## src/rtl/snn_pkg.sv

```systemverilog
// Shared SNN datapath constants and helpers, common to the synapse and the neuron.
package snn_pkg;

  localparam int DEF_N_INPUTS      = 4;
  localparam int DEF_WEIGHT_WIDTH  = 8;
  localparam int DEF_CURRENT_WIDTH = 8;
  localparam int DEF_ACC_WIDTH     = 16;
  localparam int DEF_DECAY_SHIFT   = 3;

  localparam int WIDE_W = 64;
  typedef logic signed [WIDE_W-1:0] wide_t;

  // Clamp a wide signed value into the signed range of a w-bit word.
  function automatic wide_t sat_to_width(wide_t x, int w);
    wide_t hi;
    wide_t lo;
    hi = (wide_t'(1) <<< (w - 1)) - wide_t'(1);
    lo = -hi - wide_t'(1);
    if (x > hi) return hi;
    if (x < lo) return lo;
    return x;
  endfunction

  // Address width for an N-entry bank; never zero bits wide.
  function automatic int addr_w(int n);
    return (n > 1) ? $clog2(n) : 1;
  endfunction

endpackage

```

## src/rtl/spike_synapse_if.sv

```systemverilog
// Weight-write handshake bundle between a configuring master and the synapse.
interface spike_synapse_if
  import snn_pkg::*;
#(
  parameter int N_INPUTS     = DEF_N_INPUTS,
  parameter int WEIGHT_WIDTH = DEF_WEIGHT_WIDTH
) ();

  localparam int AW = addr_w(N_INPUTS);

  logic                           w_valid;
  logic                           w_ready;
  logic [AW-1:0]                  w_addr;
  logic signed [WEIGHT_WIDTH-1:0] w_data;

  modport master (output w_valid, output w_addr, output w_data, input w_ready);
  modport slave  (input w_valid, input w_addr, input w_data, output w_ready);

endinterface

```

## src/rtl/synapse_weight_bank.sv

```systemverilog
// Per-input weight storage: combinational read, registered write with a
// one-cycle ready drop after every accepted write.
module synapse_weight_bank
  import snn_pkg::*;
#(
  parameter int N_INPUTS     = DEF_N_INPUTS,
  parameter int WEIGHT_WIDTH = DEF_WEIGHT_WIDTH
) (
  input  logic                           clk,
  input  logic                           rst_n,
  spike_synapse_if.slave                 wr,
  output logic signed [WEIGHT_WIDTH-1:0] weight_o [N_INPUTS]
);

  logic signed [WEIGHT_WIDTH-1:0] weight_q [N_INPUTS];
  logic signed [WEIGHT_WIDTH-1:0] weight_d [N_INPUTS];
  logic                           w_ready_q;
  logic                           w_ready_d;
  logic                           accept;

  always_comb begin
    accept    = wr.w_valid && w_ready_q;
    w_ready_d = !accept;
    for (int i = 0; i < N_INPUTS; i++) weight_d[i] = weight_q[i];
    if (accept && (int'(wr.w_addr) < N_INPUTS)) weight_d[wr.w_addr] = wr.w_data;
  end

  always_ff @(posedge clk or negedge rst_n) begin
    if (!rst_n) begin
      w_ready_q <= 1'b1;
      for (int i = 0; i < N_INPUTS; i++) weight_q[i] <= '0;
    end else begin
      w_ready_q <= w_ready_d;
      for (int i = 0; i < N_INPUTS; i++) weight_q[i] <= weight_d[i];
    end
  end

  assign wr.w_ready = w_ready_q;
  assign weight_o   = weight_q;

endmodule

```

## src/rtl/spike_synapse.sv

```systemverilog
// Weighted spike summation feeding a leaky, saturating synaptic-current
// accumulator; output is the accumulator's top CURRENT_WIDTH bits.
module spike_synapse
  import snn_pkg::*;
#(
  parameter int N_INPUTS      = DEF_N_INPUTS,
  parameter int WEIGHT_WIDTH  = DEF_WEIGHT_WIDTH,
  parameter int CURRENT_WIDTH = DEF_CURRENT_WIDTH,
  parameter int ACC_WIDTH     = DEF_ACC_WIDTH,
  parameter int DECAY_SHIFT   = DEF_DECAY_SHIFT
) (
  input  logic                            clk,
  input  logic                            rst_n,
  input  logic [N_INPUTS-1:0]             spike_in,
  input  logic                            enable,
  spike_synapse_if.slave                  wr,
  output logic signed [CURRENT_WIDTH-1:0] current_out,
  output logic                            current_valid,
  output logic                            sat_flag,
  input  logic                            sat_clr
);

  localparam int AW        = addr_w(N_INPUTS);
  localparam int SUM_W     = WEIGHT_WIDTH + AW;
  localparam int ACC_SHIFT = ACC_WIDTH - WEIGHT_WIDTH;
  localparam int OUT_SHIFT = ACC_WIDTH - CURRENT_WIDTH;
  localparam int FULL_W    = ACC_WIDTH + AW + 2;

  logic signed [WEIGHT_WIDTH-1:0]  weight [N_INPUTS];

  logic signed [SUM_W-1:0]         sum_p1_q, sum_p1_d;
  logic                            vld_p1_q, vld_p1_d;
  logic signed [ACC_WIDTH-1:0]     acc_p2_q, acc_p2_d;
  logic                            vld_p2_q, vld_p2_d;
  logic signed [CURRENT_WIDTH-1:0] current_out_q, current_out_d;
  logic                            current_valid_q, current_valid_d;
  logic                            sat_flag_q, sat_flag_d;

  logic signed [FULL_W-1:0]        acc_ext, decay, inject, acc_full;
  wide_t                           full_wide, acc_sat;
  logic                            clamp;

  synapse_weight_bank #(
    .N_INPUTS     (N_INPUTS),
    .WEIGHT_WIDTH (WEIGHT_WIDTH)
  ) u_bank (
    .clk      (clk),
    .rst_n    (rst_n),
    .wr       (wr),
    .weight_o (weight)
  );

  // Stage 1: sum the weights of active inputs, read before any same-edge write.
  always_comb begin
    sum_p1_d = '0;
    for (int i = 0; i < N_INPUTS; i++) begin
      if (spike_in[i] && enable) sum_p1_d = sum_p1_d + SUM_W'(weight[i]);
    end
    vld_p1_d = 1'b1;
  end

  // Stage 2: leak by an arithmetic shift, inject the scaled sum, clamp.
  always_comb begin
    acc_ext   = FULL_W'(acc_p2_q);
    decay     = FULL_W'(acc_p2_q >>> DECAY_SHIFT);
    inject    = FULL_W'(sum_p1_q) <<< ACC_SHIFT;
    acc_full  = acc_ext - decay + inject;
    full_wide = wide_t'(acc_full);
    acc_sat   = sat_to_width(full_wide, ACC_WIDTH);
    clamp     = (acc_sat != full_wide);
    acc_p2_d  = acc_sat[ACC_WIDTH-1:0];
    vld_p2_d  = vld_p1_q;
    sat_flag_d = clamp ? 1'b1 : (sat_clr ? 1'b0 : sat_flag_q);
  end

  // Output stage: top bits of the accumulator, floor-truncated.
  always_comb begin
    current_out_d   = CURRENT_WIDTH'(acc_p2_q >>> OUT_SHIFT);
    current_valid_d = current_valid_q | vld_p2_q;
  end

  always_ff @(posedge clk or negedge rst_n) begin
    if (!rst_n) begin
      sum_p1_q        <= '0;
      vld_p1_q        <= 1'b0;
      acc_p2_q        <= '0;
      vld_p2_q        <= 1'b0;
      current_out_q   <= '0;
      current_valid_q <= 1'b0;
      sat_flag_q      <= 1'b0;
    end else begin
      sum_p1_q        <= sum_p1_d;
      vld_p1_q        <= vld_p1_d;
      acc_p2_q        <= acc_p2_d;
      vld_p2_q        <= vld_p2_d;
      current_out_q   <= current_out_d;
      current_valid_q <= current_valid_d;
      sat_flag_q      <= sat_flag_d;
    end
  end

  assign current_out   = current_out_q;
  assign current_valid = current_valid_q;
  assign sat_flag      = sat_flag_q;

endmodule

```

## src/flat_wrapper.sv

```systemverilog
// flat-port wrapper written by rule: the top's interface ports become plain ports
module spike_synapse_flat import snn_pkg::*;
#(
  parameter int N_INPUTS      = DEF_N_INPUTS,
  parameter int WEIGHT_WIDTH  = DEF_WEIGHT_WIDTH,
  parameter int CURRENT_WIDTH = DEF_CURRENT_WIDTH,
  parameter int ACC_WIDTH     = DEF_ACC_WIDTH,
  parameter int DECAY_SHIFT   = DEF_DECAY_SHIFT
)
  (clk, rst_n, spike_in, enable, current_out, current_valid, sat_flag, sat_clr, wr_w_valid, wr_w_addr, wr_w_data, wr_w_ready);
  spike_synapse_if #(.N_INPUTS(N_INPUTS), .WEIGHT_WIDTH(WEIGHT_WIDTH)) wr_i ();
  input  logic clk;
  input  logic rst_n;
  input  logic [N_INPUTS-1:0] spike_in;
  input  logic enable;
  output logic signed [CURRENT_WIDTH-1:0] current_out;
  output logic current_valid;
  output logic sat_flag;
  input  logic sat_clr;
  input wire logic [$bits(wr_i.w_valid)-1:0] wr_w_valid;
  input wire logic [$bits(wr_i.w_addr)-1:0] wr_w_addr;
  input wire logic [$bits(wr_i.w_data)-1:0] wr_w_data;
  output wire logic [$bits(wr_i.w_ready)-1:0] wr_w_ready;
  assign wr_i.w_valid = wr_w_valid;
  assign wr_i.w_addr = wr_w_addr;
  assign wr_i.w_data = wr_w_data;
  assign wr_w_ready = wr_i.w_ready;
  spike_synapse #(.N_INPUTS(N_INPUTS), .WEIGHT_WIDTH(WEIGHT_WIDTH), .CURRENT_WIDTH(CURRENT_WIDTH), .ACC_WIDTH(ACC_WIDTH), .DECAY_SHIFT(DECAY_SHIFT)) u_core (.clk(clk), .rst_n(rst_n), .spike_in(spike_in), .enable(enable), .wr(wr_i), .current_out(current_out), .current_valid(current_valid), .sat_flag(sat_flag), .sat_clr(sat_clr));
endmodule
```

## config.mk

```make
export PLATFORM = sky130hd
export DESIGN_NAME = spike_synapse_flat
export DESIGN_NICKNAME = d
export VERILOG_FILES = /design/src/rtl/snn_pkg.sv /design/src/rtl/spike_synapse_if.sv /design/src/rtl/synapse_weight_bank.sv /design/src/rtl/spike_synapse.sv /design/src/flat_wrapper.sv
export SDC_FILE = /design/constraint.sdc
export NUM_CORES = 1
export LEC_CHECK = 0
export BUFFER_PORTS_ARGS = -buffer_cell sky130_fd_sc_hd__buf_2
export CAP_MARGIN = 15
export CELL_PAD_IN_SITES_DETAIL_PLACEMENT = 0
export CELL_PAD_IN_SITES_GLOBAL_PLACEMENT = 1
export CORE_UTILIZATION = 35
export DETAILED_ROUTE_END_ITERATION = 10
export GPL_TIMING_DRIVEN = 0
export PLACE_DENSITY = 0.59
export SYNTH_ARGS = -nofsm -noshare
export SYNTH_HDL_FRONTEND = slang
export SYNTH_HIERARCHICAL = 1
export SYNTH_SLANG_ARGS = --single-unit
```

## constraint.sdc

```tcl
create_clock -name clk -period 5.15 [get_ports clk]
set_input_delay 0.2575 -clock clk [delete_from_list [all_inputs] [get_ports clk]]
set_output_delay 0.2575 -clock clk [all_outputs]
set_load 0.01 [all_outputs]
```

==> out/results.ini <==
[min_path]
hold_end = u_core/u_bank/wr.w_ready
hold_start = wr_w_valid
hold_path_depth = 2
hold_class = input port to flip-flop

[drt]
viasPerCell = 5.04
first_pass_iters = 4
vias = 3801
drcViolationCount = 0
drtIter0Drc = 172
routed_wirelength_um = 10900
postRouteAntennaNets = 0
wire_per_inst_um = 14.5

[place]
dp_hpwl_um = 8740
port_buffers = 28
placedInstanceArea_um2 = 5620
placedCellCount = 739
gp_congestion = 0.806

[timing]
final-hold-violation-count = 0
grt_setup_unrepaired = no
tightest_slew_ps = 530
final_max_slew_viol_count = 0
finalClockSkew_ps = 6.03
max_freq_mhz = 215
hold_ws_ps = 139
slew_headroom_pct = 64.4
setup_tns_ps = 0
setup_viol = 0
period_needed_ps = 4650
fin_crit_sh_pct = 90.3

[worst_setup_path]
crit_top_cell = ha_1
required_ps = 5360
cpMaxStageDelayCell = or3_1
rr_endpoint = u_core/sum_p1_q[9]
cpPeakStageDelay_ps = 370
cp-end-kind = flip-flop
critPathLaunchType = input port
rrSetupSlack_ps = 580
crit_fanout = 8
rr_startpoint = u_core/u_bank/weight_o[25]
path_cells = clkbuf_2 -> and2_2 -> nand2_1 -> inv_1 -> ha_1 -> a211oi_1 -> o21ai_0 -> a31o_2 -> and3_1 -> or3_1 -> ha_1 -> a21o_1 -> a31oi_1 -> xor2_1 -> o21ai_0 -> ha_1 -> nand2_1 -> o31ai_1 -> xnor2_1 -> nor2_1 -> xor2_1 -> xnor2_1
crit_buf_inv = 2
cp_top_family = compound AO/OA/AOI/OAI gates
critPathKind = input port to flip-flop
cp.arrival_ps = 4870
reg2reg_depth = 20

[floorplan]
die_h_um = 124
top_level_ports = 30
chipWidth_um = 124
die_area_um2 = 15400
rows = 44
fp.coreArea_um2 = 14500
initial_core_util_pct = 35.9

[logic_synthesis]
async_reset_ff_share_pct = 100
synth_area_um2 = 5220
ys_ff_latch = 71
synthFlopType = dfrtp_1
syn_area_per_cell_um2 = 9.92
ys_types = 60
synth_warnings = 6
syn_inst = 526
synth-seq-area-share_pct = 34.1
synth_fp_nets = 614
synth_enable_flop_cells = 0

[global_routing]
grt_max_degree = 69
antenna_found_initial = 0
grt_overflow = 0
grt.total_usage_pct = 15.9
grt_pass1_vias = 4005
grt_pass1_wl_um = 18600

[clock_network]
htree_num_levels = 3
cts.path.max_buffers = 2
insertion_delay_ps = 330
cts_tree = yes
cts.sinks = 71
clk_pin_slew_worst_paths_ps = 50
cts-root-buf = clkbuf_16
cts_made_buffers = 9

[finish]
final_area_um2 = 5930
area_growth_pct = 13.6
layout_common_cells = dfrtp_1 (70), inv_1 (58), ha_1 (58)
final_common_cell = dfrtp_1
fin_nets = 654
stdcell_count = 754
drive_above_1_share_pct = 18.9
antenna-diode-count = 0

[job]
cap_violations = 0

[status]
status = finished, final reports clean

-- area by class of cell --
type	count	area (um2)
sequential	71	1780
clock buffer	15	278
buffer	8	40.0
tap	184	230
fill	1464	8610
inverter	58	218
timing repair buffer	30	180
multi-input combinational	388	3200
-- kinds of logic after synthesis --
group / Yosys count / synth area share, %
muxes: 43 / 9.83
buffers and inverters: 67 / 4.99
and+or+nand+nor: 114 / 11.3
adders and majority gates: 69 / 18.1
AOI/OAI and AO/OA: 126 / 15.8
DFF: 71 / 34.1
xor gates and xnor gates: 35 / 5.87
other: 1 / 0.0719
-- flip-flops by register name, indices dropped and copies added (netlist names) --
register / count
u_core/acc_p2_q: 16
u_core/current_out: 8
u_core/current_valid: 1
u_core/sat_flag: 1
u_core/sum_p1_q: 10
u_core/u_bank/weight_o: 32
u_core/u_bank/wr.w_ready: 1
u_core/vld_p1_q: 1
u_core/vld_p2_q: 1
-- how the worst max path moves through the flow --
stage,cells past startpoint,start,endpoint,slack (ps)
floorplan,24,enable,u_core/sum_p1_q[9],470
global placement,24,enable,u_core/sum_p1_q[9],-620
detailed placement,24,enable,u_core/sum_p1_q[9],-740
CTS,24,enable,u_core/sum_p1_q[9],100
global route,25,enable,u_core/sum_p1_q[9],40
finish,22,enable,u_core/sum_p1_q[9],500
-- through the flow --
stage,worst slack (ps),util (%)
floorplan,466,-
global placement,-624,38.5
global route,44.4,40.8
CTS,95.8,40.7
finish,498,40.8
detailed placement,-742,38.7
-- routing by layer --
layer | GRT usage, % | up-vias | share of wire (%)
met2 | 28.7 | 49 | 51
li1 | - | 1935 | -
met3 | 2.70 | 20 | 2.8
met4 | 7.37 | 0 | 2.6
met1 | 18.1 | 1797 | 44
met5 | 0 | - | 0
-- cells in the mapped netlist (2+ instances only) --
library cell	instances	share of area, %
o22ai_1	6	0.72
o21a_1	5	0.72
a211oi_1	7	1.0
nand2b_1	2	0.24
mux2_2	34	7.3
xnor2_1	16	2.7
xor2_1	19	3.2
a31oi_1	4	0.48
clkbuf_1	7	0.50
a21oi_1	27	2.6
nand4b_2	2	0.58
a22o_1	2	0.34
or3_1	3	0.36
o32ai_1	2	0.34
o21ai_0	37	3.5
fa_1	11	4.2
nor3b_1	3	0.43
dfrtp_1	70	34
o211ai_1	2	0.29
or2_2	6	0.72
o21bai_1	2	0.29
mux2_4	8	2.3
a21boi_0	4	0.58
nor2b_1	4	0.48
nor2_1	27	1.9
a21o_1	11	1.6
nand4_1	3	0.36
ha_1	58	14
nand2_1	40	2.9
and4bb_1	2	0.48
o31ai_1	3	0.43
and2_1	2	0.24
nor3_1	6	0.58
nand3_1	6	0.58
a2111oi_0	3	0.50
inv_1	58	4.2
-- what timing repair did --
item                                   in CTS  in global routing
gates resized for setup                     3                  4
setup buffers                               0                  0
setup endpoints to repair                   2                  2
endpoints found under the hold margin      70                  0
hold buffers                                1                  0
pin swaps                                   0                  0
Power is not shown: default switching activity piles up to over one toggle a cycle in this logic, so the estimate is an artifact.
